File: src/rtl/systolic_result_collector_if.sv
// Stream bundle between the systolic array, the result collector and the element consumer.
// The master side feeds rows and accepts elements; the slave side is the collector.
interface systolic_result_collector_if #(
    parameter int N_SIZE    = 5,
    parameter int DATAWIDTH = 16,
    parameter int OUTWIDTH  = 32
);
    localparam int IW = 2 * DATAWIDTH;
    localparam int CW = $clog2(N_SIZE);

    logic                       valid_in;
    logic [N_SIZE-1:0][IW-1:0]  matrix_c_in;
    logic                       in_ready;

    logic                       out_valid;
    logic                       out_ready;
    logic signed [OUTWIDTH-1:0] out_data;
    logic [CW-1:0]              out_row;
    logic [CW-1:0]              out_col;
    logic                       out_last;
    logic                       out_sat;

    logic                       overflow;
    logic                       clear_ovf;

    modport master (
        output valid_in, matrix_c_in, out_ready, clear_ovf,
        input  in_ready, out_valid, out_data, out_row, out_col, out_last, out_sat, overflow
    );

    modport slave (
        input  valid_in, matrix_c_in, out_ready, clear_ovf,
        output in_ready, out_valid, out_data, out_row, out_col, out_last, out_sat, overflow
    );
endinterface

File: src/rtl/systolic_result_collector.sv
// Ping-pong capture of systolic-array result rows and row-major element drain with optional saturation.
// A whole matrix is accepted or discarded at its first row; discards raise a sticky overflow flag.
module systolic_result_collector #(
    parameter int N_SIZE    = 5,
    parameter int DATAWIDTH = 16,
    parameter int OUTWIDTH  = 32
) (
    input  logic                        clk,
    input  logic                        rst,
    systolic_result_collector_if.slave  io_bus
);
    localparam int IW    = 2 * DATAWIDTH;
    localparam int CW    = $clog2(N_SIZE);
    localparam int DEPTH = 2 * N_SIZE;
    localparam int AW    = $clog2(DEPTH);
    localparam logic [CW-1:0] LAST_IDX = CW'(N_SIZE - 1);

    localparam logic [0:0] S_IDLE  = 1'b0;
    localparam logic [0:0] S_DRAIN = 1'b1;

    // write side
    logic [CW-1:0]       r_wr_row;
    logic                r_wr_bank;
    logic                r_accept;
    logic [1:0]          r_full;
    logic                w_row0;
    logic                w_accept;
    logic                w_wr_en;
    logic                w_wr_done;
    logic                w_discard;
    logic [1:0]          w_full_set;
    logic [1:0]          w_full_clr;
    logic [AW-1:0]       w_wr_addr;

    // read side
    logic [0:0]          r_state;
    logic [0:0]          w_state_next;
    logic                r_rd_bank;
    logic                w_other_bank;
    logic                w_xfer;
    logic                w_drain_done;
    logic                w_load;
    logic                w_ld_bank;
    logic [CW-1:0]       w_ld_row;
    logic [CW-1:0]       w_ld_col;
    logic                w_ld_last;
    logic [AW-1:0]       w_rd_addr;
    logic [IW-1:0]       w_col_data [N_SIZE];
    logic [IW-1:0]       w_elem;
    logic [OUTWIDTH-1:0] w_sat_data;
    logic                w_sat_flag;

    // output register
    logic [OUTWIDTH-1:0] r_out_data;
    logic [CW-1:0]       r_out_row;
    logic [CW-1:0]       r_out_col;
    logic                r_out_last;
    logic                r_out_sat;
    logic                r_overflow;

    // Accept/discard is latched at row 0 and reused for the remaining rows of the matrix.
    assign w_row0     = (r_wr_row == '0);
    assign w_accept   = w_row0 ? !r_full[r_wr_bank] : r_accept;
    assign w_wr_en    = io_bus.valid_in && w_accept;
    assign w_wr_done  = w_wr_en && (r_wr_row == LAST_IDX);
    assign w_discard  = io_bus.valid_in && w_row0 && r_full[r_wr_bank];
    assign w_full_set = w_wr_done    ? (2'b01 << r_wr_bank) : 2'b00;
    assign w_full_clr = w_drain_done ? (2'b01 << r_rd_bank) : 2'b00;
    assign w_wr_addr  = AW'(N_SIZE * int'(r_wr_bank) + int'(r_wr_row));

    always_ff @(posedge clk or posedge rst) begin
        if (rst) begin
            r_wr_row   <= '0;
            r_wr_bank  <= 1'b0;
            r_accept   <= 1'b0;
            r_full     <= 2'b00;
            r_overflow <= 1'b0;
        end else begin
            if (io_bus.valid_in) begin
                r_wr_row <= (r_wr_row == LAST_IDX) ? '0 : r_wr_row + 1'b1;
                if (w_row0) begin
                    r_accept <= w_accept;
                end
            end
            if (w_wr_done) begin
                r_wr_bank <= ~r_wr_bank;
            end
            r_full <= (r_full | w_full_set) & ~w_full_clr;
            if (w_discard) begin
                r_overflow <= 1'b1;
            end else if (io_bus.clear_ovf) begin
                r_overflow <= 1'b0;
            end
        end
    end

    // One RAM per column: a full row is written in one cycle, one element is read per cycle.
    genvar gi;
    generate
        for (gi = 0; gi < N_SIZE; gi++) begin : g_col
            logic [IW-1:0] r_mem [DEPTH];

            always_ff @(posedge clk) begin
                if (w_wr_en) begin
                    r_mem[w_wr_addr] <= io_bus.matrix_c_in[gi];
                end
            end

            assign w_col_data[gi] = r_mem[w_rd_addr];
        end
    endgenerate

    assign w_xfer       = (r_state == S_DRAIN) && io_bus.out_ready;
    assign w_other_bank = ~r_rd_bank;

    always_comb begin
        w_state_next = r_state;
        w_load       = 1'b0;
        w_drain_done = 1'b0;
        w_ld_bank    = r_rd_bank;
        w_ld_row     = '0;
        w_ld_col     = '0;
        case (r_state)
            S_IDLE: begin
                if (r_full[r_rd_bank]) begin
                    w_load       = 1'b1;
                    w_state_next = S_DRAIN;
                end
            end
            S_DRAIN: begin
                if (w_xfer) begin
                    if (r_out_last) begin
                        // Hand over straight to the other bank when it is already waiting.
                        w_drain_done = 1'b1;
                        w_ld_bank    = w_other_bank;
                        if (r_full[w_other_bank]) begin
                            w_load = 1'b1;
                        end else begin
                            w_state_next = S_IDLE;
                        end
                    end else begin
                        w_load = 1'b1;
                        if (r_out_col == LAST_IDX) begin
                            w_ld_row = r_out_row + 1'b1;
                            w_ld_col = '0;
                        end else begin
                            w_ld_row = r_out_row;
                            w_ld_col = r_out_col + 1'b1;
                        end
                    end
                end
            end
            default: w_state_next = S_IDLE;
        endcase
    end

    assign w_ld_last = (w_ld_row == LAST_IDX) && (w_ld_col == LAST_IDX);
    assign w_rd_addr = AW'(N_SIZE * int'(w_ld_bank) + int'(w_ld_row));
    assign w_elem    = w_col_data[w_ld_col];

    generate
        if (OUTWIDTH < IW) begin : g_sat
            localparam logic [OUTWIDTH-1:0] OUT_MIN = OUTWIDTH'(1) << (OUTWIDTH - 1);
            localparam logic [OUTWIDTH-1:0] OUT_MAX = ~OUT_MIN;
            logic [IW-OUTWIDTH:0] w_upper;

            // The value fits when every bit from the output sign bit upward agrees.
            assign w_upper    = w_elem[IW-1:OUTWIDTH-1];
            assign w_sat_flag = !((&w_upper) || !(|w_upper));
            assign w_sat_data = !w_sat_flag ? w_elem[OUTWIDTH-1:0]
                                            : (w_elem[IW-1] ? OUT_MIN : OUT_MAX);
        end else begin : g_pass
            assign w_sat_data = w_elem[OUTWIDTH-1:0];
            assign w_sat_flag = 1'b0;
        end
    endgenerate

    always_ff @(posedge clk or posedge rst) begin
        if (rst) begin
            r_state    <= S_IDLE;
            r_rd_bank  <= 1'b0;
            r_out_data <= '0;
            r_out_row  <= '0;
            r_out_col  <= '0;
            r_out_last <= 1'b0;
            r_out_sat  <= 1'b0;
        end else begin
            r_state <= w_state_next;
            if (w_drain_done) begin
                r_rd_bank <= ~r_rd_bank;
            end
            if (w_load) begin
                r_out_data <= w_sat_data;
                r_out_row  <= w_ld_row;
                r_out_col  <= w_ld_col;
                r_out_last <= w_ld_last;
                r_out_sat  <= w_sat_flag;
            end
        end
    end

    assign io_bus.in_ready  = !r_full[r_wr_bank];
    assign io_bus.out_valid = (r_state == S_DRAIN);
    assign io_bus.out_data  = r_out_data;
    assign io_bus.out_row   = r_out_row;
    assign io_bus.out_col   = r_out_col;
    assign io_bus.out_last  = r_out_last;
    assign io_bus.out_sat   = r_out_sat;
    assign io_bus.overflow  = r_overflow;
endmodule

File: src/flat_wrapper.sv
// flat-port wrapper written by rule: the top's interface ports become plain ports
module systolic_result_collector_flat 
#(
    parameter int N_SIZE    = 5,
    parameter int DATAWIDTH = 16,
    parameter int OUTWIDTH  = 32
)
  (clk, rst, io_bus_valid_in, io_bus_matrix_c_in, io_bus_out_ready, io_bus_clear_ovf, io_bus_in_ready, io_bus_out_valid, io_bus_out_data, io_bus_out_row, io_bus_out_col, io_bus_out_last, io_bus_out_sat, io_bus_overflow);
  systolic_result_collector_if #(.N_SIZE(N_SIZE), .DATAWIDTH(DATAWIDTH), .OUTWIDTH(OUTWIDTH)) io_bus_i ();
  input  logic clk;
  input  logic rst;
  input wire logic [$bits(io_bus_i.valid_in)-1:0] io_bus_valid_in;
  input wire logic [$bits(io_bus_i.matrix_c_in)-1:0] io_bus_matrix_c_in;
  input wire logic [$bits(io_bus_i.out_ready)-1:0] io_bus_out_ready;
  input wire logic [$bits(io_bus_i.clear_ovf)-1:0] io_bus_clear_ovf;
  output wire logic [$bits(io_bus_i.in_ready)-1:0] io_bus_in_ready;
  output wire logic [$bits(io_bus_i.out_valid)-1:0] io_bus_out_valid;
  output wire logic [$bits(io_bus_i.out_data)-1:0] io_bus_out_data;
  output wire logic [$bits(io_bus_i.out_row)-1:0] io_bus_out_row;
  output wire logic [$bits(io_bus_i.out_col)-1:0] io_bus_out_col;
  output wire logic [$bits(io_bus_i.out_last)-1:0] io_bus_out_last;
  output wire logic [$bits(io_bus_i.out_sat)-1:0] io_bus_out_sat;
  output wire logic [$bits(io_bus_i.overflow)-1:0] io_bus_overflow;
  assign io_bus_i.valid_in = io_bus_valid_in;
  assign io_bus_i.matrix_c_in = io_bus_matrix_c_in;
  assign io_bus_i.out_ready = io_bus_out_ready;
  assign io_bus_i.clear_ovf = io_bus_clear_ovf;
  assign io_bus_in_ready = io_bus_i.in_ready;
  assign io_bus_out_valid = io_bus_i.out_valid;
  assign io_bus_out_data = io_bus_i.out_data;
  assign io_bus_out_row = io_bus_i.out_row;
  assign io_bus_out_col = io_bus_i.out_col;
  assign io_bus_out_last = io_bus_i.out_last;
  assign io_bus_out_sat = io_bus_i.out_sat;
  assign io_bus_overflow = io_bus_i.overflow;
  systolic_result_collector #(.N_SIZE(N_SIZE), .DATAWIDTH(DATAWIDTH), .OUTWIDTH(OUTWIDTH)) u_core (.clk(clk), .rst(rst), .io_bus(io_bus_i));
endmodule
File: config.mk
export PLATFORM = sky130hd
export DESIGN_NAME = systolic_result_collector_flat
export DESIGN_NICKNAME = d
export VERILOG_FILES = /design/src/rtl/systolic_result_collector_if.sv /design/src/rtl/systolic_result_collector.sv /design/src/flat_wrapper.sv
export SDC_FILE = /design/constraint.sdc
export NUM_CORES = 2
export LEC_CHECK = 0
export ABC_AREA = 1
export BUFFER_PORTS_ARGS = -buffer_cell sky130_fd_sc_hd__buf_2
export CAP_MARGIN = 10
export CORE_ASPECT_RATIO = 1.25
export CORE_UTILIZATION = 60
export DETAILED_ROUTE_END_ITERATION = 12
export PLACE_DENSITY = 0.81
export SLEW_MARGIN = 20
export SYNTH_ARGS = -nofsm -noshare
export SYNTH_HDL_FRONTEND = slang
export SYNTH_SLANG_ARGS = --single-unit
File: constraint.sdc
create_clock -name clk -period 34.1 [get_ports clk]
set_input_delay 3.41 -clock clk [delete_from_list [all_inputs] [get_ports clk]]
set_output_delay 3.41 -clock clk [all_outputs]
set_load 0.01 [all_outputs]
# After elaboration in Yosys (flattened, before gate mapping)
# Memories as Yosys holds them, arrays and structs flattened.
# Index checks and enable logic that the tools add are counted.
dict set report totals {
  reg_bits 49
  mem_bits_rw 1600
  inputBits 165
  word_cells 88
  mem_count 5
}
dict set report op_classes {
  addsub 5
  n_mul 2
  magnitude_cmp 4
  n_eq_ne 4
  shifts 2
  n_mux 38
  n_bitwise 7
  n_reduce_logical 10
}
# memory depth width read_ports rd_ports_with_merged_regs wr line
set memory_table {}
lappend memory_table {{u_core.g_col[0].r_mem} 10 32 1 0 1 systolic_result_collector.sv:101} ;# logic [IW-1:0] r_mem [DEPTH];
lappend memory_table {{u_core.g_col[1].r_mem} 10 32 1 0 1 systolic_result_collector.sv:101}
lappend memory_table {{u_core.g_col[2].r_mem} 10 32 1 0 1 systolic_result_collector.sv:101}
lappend memory_table {{u_core.g_col[3].r_mem} 10 32 1 0 1 systolic_result_collector.sv:101}
lappend memory_table {{u_core.g_col[4].r_mem} 10 32 1 0 1 systolic_result_collector.sv:101}
# cell count
set ops {}
lappend ops {{$bmux W32 S3} 1}
lappend ops {{$mux W32} 2}
lappend ops {{$mux W3} 9}
lappend ops {{$mux W1} 22}
lappend ops {{$eq A3 B3 Y1 const B} 4}
lappend ops {{$add A3 B1 Y3 const B} 3}
lappend ops {{$add A4 B4 Y4} 2}
lappend ops {{$mul A3 B1 Y4 const A} 2}
lappend ops {{$logic_and A1 B1 Y1} 6}
lappend ops {{$lt A1 B2 Y1 const B} 3}
lappend ops {{$ge A4 B4 Y1 const B} 1}
lappend ops {{$mux W2} 2}
lappend ops {{$not A3 Y4} 1}
lappend ops {{$pmux W1 S2} 2}
lappend ops {{$shl A1 B1 Y2 const A} 2}
lappend ops {{$logic_not A3 Y1} 1}
lappend ops {{$not A1 Y1} 3}
lappend ops {{$and A2 B2 Y2} 1}
lappend ops {{$not A2 Y2} 1}
lappend ops {{$or A2 B2 Y2} 1}
lappend ops {{$reduce_and A2 Y1} 1}
lappend ops {{$reduce_bool A2 Y1} 1}
lappend ops {{$logic_not A1 Y1} 1}

# Longest topological paths before layout
# An unclocked memory read counts as a cell.
dict set report logic_depth {
  depth_word 10
  depth_mapped 21
  ltp_nobuf 18
}

# Least setup slack after synthesis
# Ideal clock, no wire load.
dict set report synth_timing {
  path_kind {input-to-reg}
  from {in io_bus_valid_in}
  to {mem u_core.g_col[0].r_mem[3][0] in the netlist's numbering (enable)}
  setup_time_ps 1072
  arrival_time_ps 19092
  t_required_ps 33028
  setup_slack_ps 13936
  cell_stages 5
  path_buffers 1
  path_cell_list {clkbuf_1 -> o21ai_0 -> nor2_1 -> inv_1 -> nor4_1}
}
dict set report synth_via {
  elab_chain_len 3
}
# item line
set synth_lines {}
lappend synth_lines {{start, declared} flat_wrapper.sv:12} ;# input wire logic [$bits(io_bus_i.valid_in)-1:0] io_bus_valid_in;
lappend synth_lines {{$logic_and A1 B1 Y1} systolic_result_collector.sv:64} ;# assign w_wr_en = io_bus.valid_in && w_accept;
lappend synth_lines {{$mux W1} systolic_result_collector.sv:104} ;# if (w_wr_en) begin
lappend synth_lines {{$mux W1 (implied by the code)} systolic_result_collector.sv:105} ;# r_mem[w_wr_addr] <= io_bus.matrix_c_in[gi];
lappend synth_lines {{end, declared} systolic_result_collector.sv:101}
# No other way between the ends.

# Worst setup path after layout
dict set report layout_timing {
  from {in io_bus_out_ready}
  to {reg u_core.r_out_data[23] (netlist: u_core.io_bus.out_data[23])}
}
dict set report layout_via {
  elab_chain_len 9
  word_cells_on_any_way 20
  classes_between {1 x add/sub; 1 x mul; 11 x mux; 1 x bitwise; 1 x reduce/logical; 5 x memory}
}
# item line
set layout_lines {}
lappend layout_lines {{start, declared} flat_wrapper.sv:14} ;# input wire logic [$bits(io_bus_i.out_ready)-1:0] io_bus_out_ready;
lappend layout_lines {{$logic_and A1 B1 Y1 *} systolic_result_collector.sv:113} ;# assign w_xfer = (r_state == S_DRAIN) && io_bus.out_ready;
lappend layout_lines {{$mux W1} systolic_result_collector.sv:131} ;# if (w_xfer) begin
lappend layout_lines {{$mux W1} systolic_result_collector.sv:123} ;# case (r_state)
lappend layout_lines {{$mul A3 B1 Y4} systolic_result_collector.sv:158} ;# assign w_rd_addr = AW'(N_SIZE * int'(w_ld_bank) + int'(w_ld_row));
lappend layout_lines {{$add A4 B4 Y4} systolic_result_collector.sv:158}
lappend layout_lines {{$mem_v2 Z10 W32} -}
lappend layout_lines {{$bmux W32 S3} systolic_result_collector.sv:159} ;# assign w_elem = w_col_data[w_ld_col];
lappend layout_lines {{$mux W32 (implied by the code) (2 in a row)} systolic_result_collector.sv:159}
lappend layout_lines {{end signal, assigned} systolic_result_collector.sv:193} ;# r_out_data <= w_sat_data;
lappend layout_lines {{end, declared} systolic_result_collector.sv:54} ;# logic [OUTWIDTH-1:0] r_out_data;
# Every way passes the cells marked *; elsewhere a longest branch is shown, timed or not. The select of a mux whose other input is x is not followed.
# A chain may end at the register's enable or synchronous reset.

==> impl_results.md <==
* Post-synthesis async set-or-reset flop share at 2.971%
* Total CTS buffers at 154
* Post-synth top area cell: edfxtp_1
* First-pass detailed-route iteration total at 8
* Largest net degree at the start of global routing at 203
* Met3 Usage GRT at 7.263%
* Core area at 112100 um^2
* WP data arrival at 9.01 ns
* Clk_lat worst skew at 0.81 ns
* Sequential cell area fraction in the yosys report at 72.32%
* PostCTS Resize Cnt at 0
* RD Place Congestion at 0.8270
* Initial antenna violation count at 60
* Initial core utilization at 60.78%
* Crit path capture type: register
* CP Launch Type: input pin
* Post-route ant nets at 0
* Die Wd at 303.4 um
* Gate Count Post-Synth at 6199
* Rel. slew slack at 25.34%
* Number of synthesis warnings at 0
* Final instance count without filler cells at 7914
* First-pass GRT wire length at 272.2 mm
* Critical path class: input pin to register
* Number of enable flip-flop cells after synthesis at 1600
* Dominant synthesized flop cell: edfxtp_1
* Avg WL per Cell at 23.46 um
* Worst reg2reg startpoint: u_core.io_bus.out_col[0]
* TritonCTS clock tree: done
* Worst Hold Class: register to register
* Dpl hpwl at 96.59 mm
* Fmax achieved at 0.1204 GHz
* Flops & latches, synth at 1649
* Total GRT Usage at 32.18%
* DP Area at 70260 um^2
* Post-synthesis cell type count at 34
* CP Max Fanout at 199
* Crit. Startpoint: io_bus_out_ready
* I/O pin cnt at 208
* Syn_nets at 6375
* # Post-CTS Setup Buffers at 0
* Pleak at 29.51 nW
* RSZ-0062 raised after global routing: false
* Top cells by area, synth: edfxtp_1, nand2_1, nand3_1, nor2_1, dfrtp_1
* DR vias/cell at 5.993
* Port bufs at 206
* DR iter-0 viols at 6576
* Top cell type's share of synthesized area at 70.52%
* Fillers at 7617
* Bufs on Longest Clock Path at 3
* Worst EP required at 34.80 ns
* Root buf cell: clkbuf_16
* Area delta synth->final at 10.59%
* Met1 usage at 39.25%
* Hold Path Origin: u_core.r_accept
* Total Power at 6.926 mW
* Crit path time final at 8.308 ns
* Setup slack, reg-to-reg at 27.70 ns
* Clock slew at reported path FFs at 0.07 ns
* VDD IR max at 0.00008142 V
* Vias at 47430
* CTS H-Tree Depth at 4
* Worst slew pin tran at 1.120 ns
* Share of post-route cells with drive strength above 1 at 8.132%
* Layout Skew at 0.03446 ns
* GR Overflow Total at 0
* Outcome: finished clean
* Die ar. at 114900 um^2
* Pwr/cell area at 91.92 nW/um^2
* Row count at 137
* Most common cell after layout, fill and taps aside: nand2_1
* Final Max Slew Viols at 0
* Storage element area at 49270 um^2
* Hold Fails Final Rpt at 0
* Design Area, Final at 75350 um^2
* Final wirelength at 185.7 mm
* Gr busiest metal: met2
* Cells after DPL at 7579
* Layout Nets at 6452
* Max cap viols at 0
* Number of global-route vias before repair at 45600
* Average cell area after synthesis at 10.99 um^2
* Die H at 378.8 um
* Commonest cells after routing, fill and taps aside: nand2_1, edfxtp_1, nand3_1, nor2_1, inv_1
* CTS sink count at 1649
* Number of setup violations in the final report at 0
* Total negative slack at 0 ns
* Footprint of the multi-input gates at 16250 um^2
* CTS Hold Bufs at 0
* DRC Markers at 0
* Synth Cell Area at 68130 um^2
* Grt met2 use at 52.62%
* Final core utilization at 67.21%
* Period utilization at 24.36%
==> path summary, 6_finish.rpt <==
| kind | cells past startpoint | to |
|---|---|---|
| setup / recovery | 17 | u_core.io_bus.out_data[23] |
| hold / removal | 2 | u_core.r_accept |
| min in group asynchronous | 3 | u_core.io_bus.overflow |
| max in group asynchronous | 3 | u_core.io_bus.out_data[24] |
| hold reg to reg | 2 | u_core.r_accept |
| setup reg to reg | 18 | u_core.io_bus.out_data[23] |
==> cells in the mapped netlist, types with 6 or more instances <==
library cell and n:
buf_1 40, nand3_1 783, edfxtp_1 1600, buf_4 6, buf_2 156, inv_1 323
a21oi_1 106, nand2_1 2447, ha_1 11, clkbuf_1 147, o21ai_1 40, o21ai_0 107
o211ai_1 8, dfrtp_1 49, xor2_1 6, nor2_1 339
==> area by class of cell <==
| class | instances | area share [%] |
|---|---|---|
| Inverter | 327 | 1.649 |
| Clock buffer | 193 | 5.348 |
| Tap cell | 1459 | 2.423 |
| Clock inverter | 94 | 1.247 |
| Antenna cell | 48 | 0.1594 |
| Timing Repair Buffer | 271 | 2.215 |
| Multi-Input combinational cell | 3873 | 21.57 |
| Sequential cell | 1649 | 65.39 |
==> power by group <==
part	internal [mW]	switching [mW]	total, mW
combinational	0.666	1.98	2.65
clock	0.934	0.764	1.70
sequential	2.50	0.0831	2.58
==> kinds of logic (layout without fill, tap and decap cells) <==
group | after synthesis | count (layout) | synth area share [%]
and+or+nand+nor | 3587 | 3587 | 21.29
DFF | 1649 | 1649 | 72.32
buffers and inverters | 677 | 885 | 4.060
other | 1 | 49 | 0.005504
xor gates and xnor gates | 9 | 9 | 0.1267
adders and majority gates | 11 | 11 | 0.2020
AOI/OAI and AO/OA | 263 | 263 | 1.972
muxes | 2 | 2 | 0.02938
==> routing by layer <==
| metal | share of wire, % | vias to the layer above |
|---|---|---|
| li1 | - | 21010 |
| met1 | 34 | 22840 |
| met2 | 49 | 3060 |
| met3 | 11 | 488 |
| met4 | 5.2 | 28 |
| met5 | 0.099 | - |
==> sequential cells by signal, indices dropped and copies added, names as in the netlist <==
| register | flops |
|---|---|
| u_core.g_col.r_mem | 1600 |
| u_core.io_bus.out_data | 32 |
| u_core.io_bus.out_col | 3 |
| u_core.io_bus.out_row | 3 |
| u_core.r_wr_row | 3 |
| u_core.r_full | 2 |
| u_core.io_bus.out_last | 1 |
| u_core.io_bus.out_valid | 1 |
| u_core.io_bus.overflow | 1 |
| u_core.r_accept | 1 |
| u_core.r_rd_bank | 1 |
| u_core.r_wr_bank | 1 |
==> through the flow <==
step | worst slack (ns) | hold slack [ns]
finish | 25.79 | 0.5189
global route | 25.44 | 0.5574
CTS | 25.85 | 0.5222
detailed placement | 25.05 | 0.5122
global placement | 25.18 | 0.5084
floorplan | 13.94 | 0.4912
==> worst max-delay path, stage by stage <==
cell and delay, ns:
buf_2 0.10, nand2_2 0.16, nor2_1 0.28, xor2_1 0.32, ha_4 0.46, inv_8 0.59
buf_12 0.63, buf_4 0.88, buf_4 0.74, nand2_1 0.14, nand3_1 0.10, a21oi_1 0.10
o21ai_1 0.20, nand3_1 0.11, nand2_1 0.10, inv_1 0.06, a21oi_1 0.16
(Power assumes the default switching activity.)
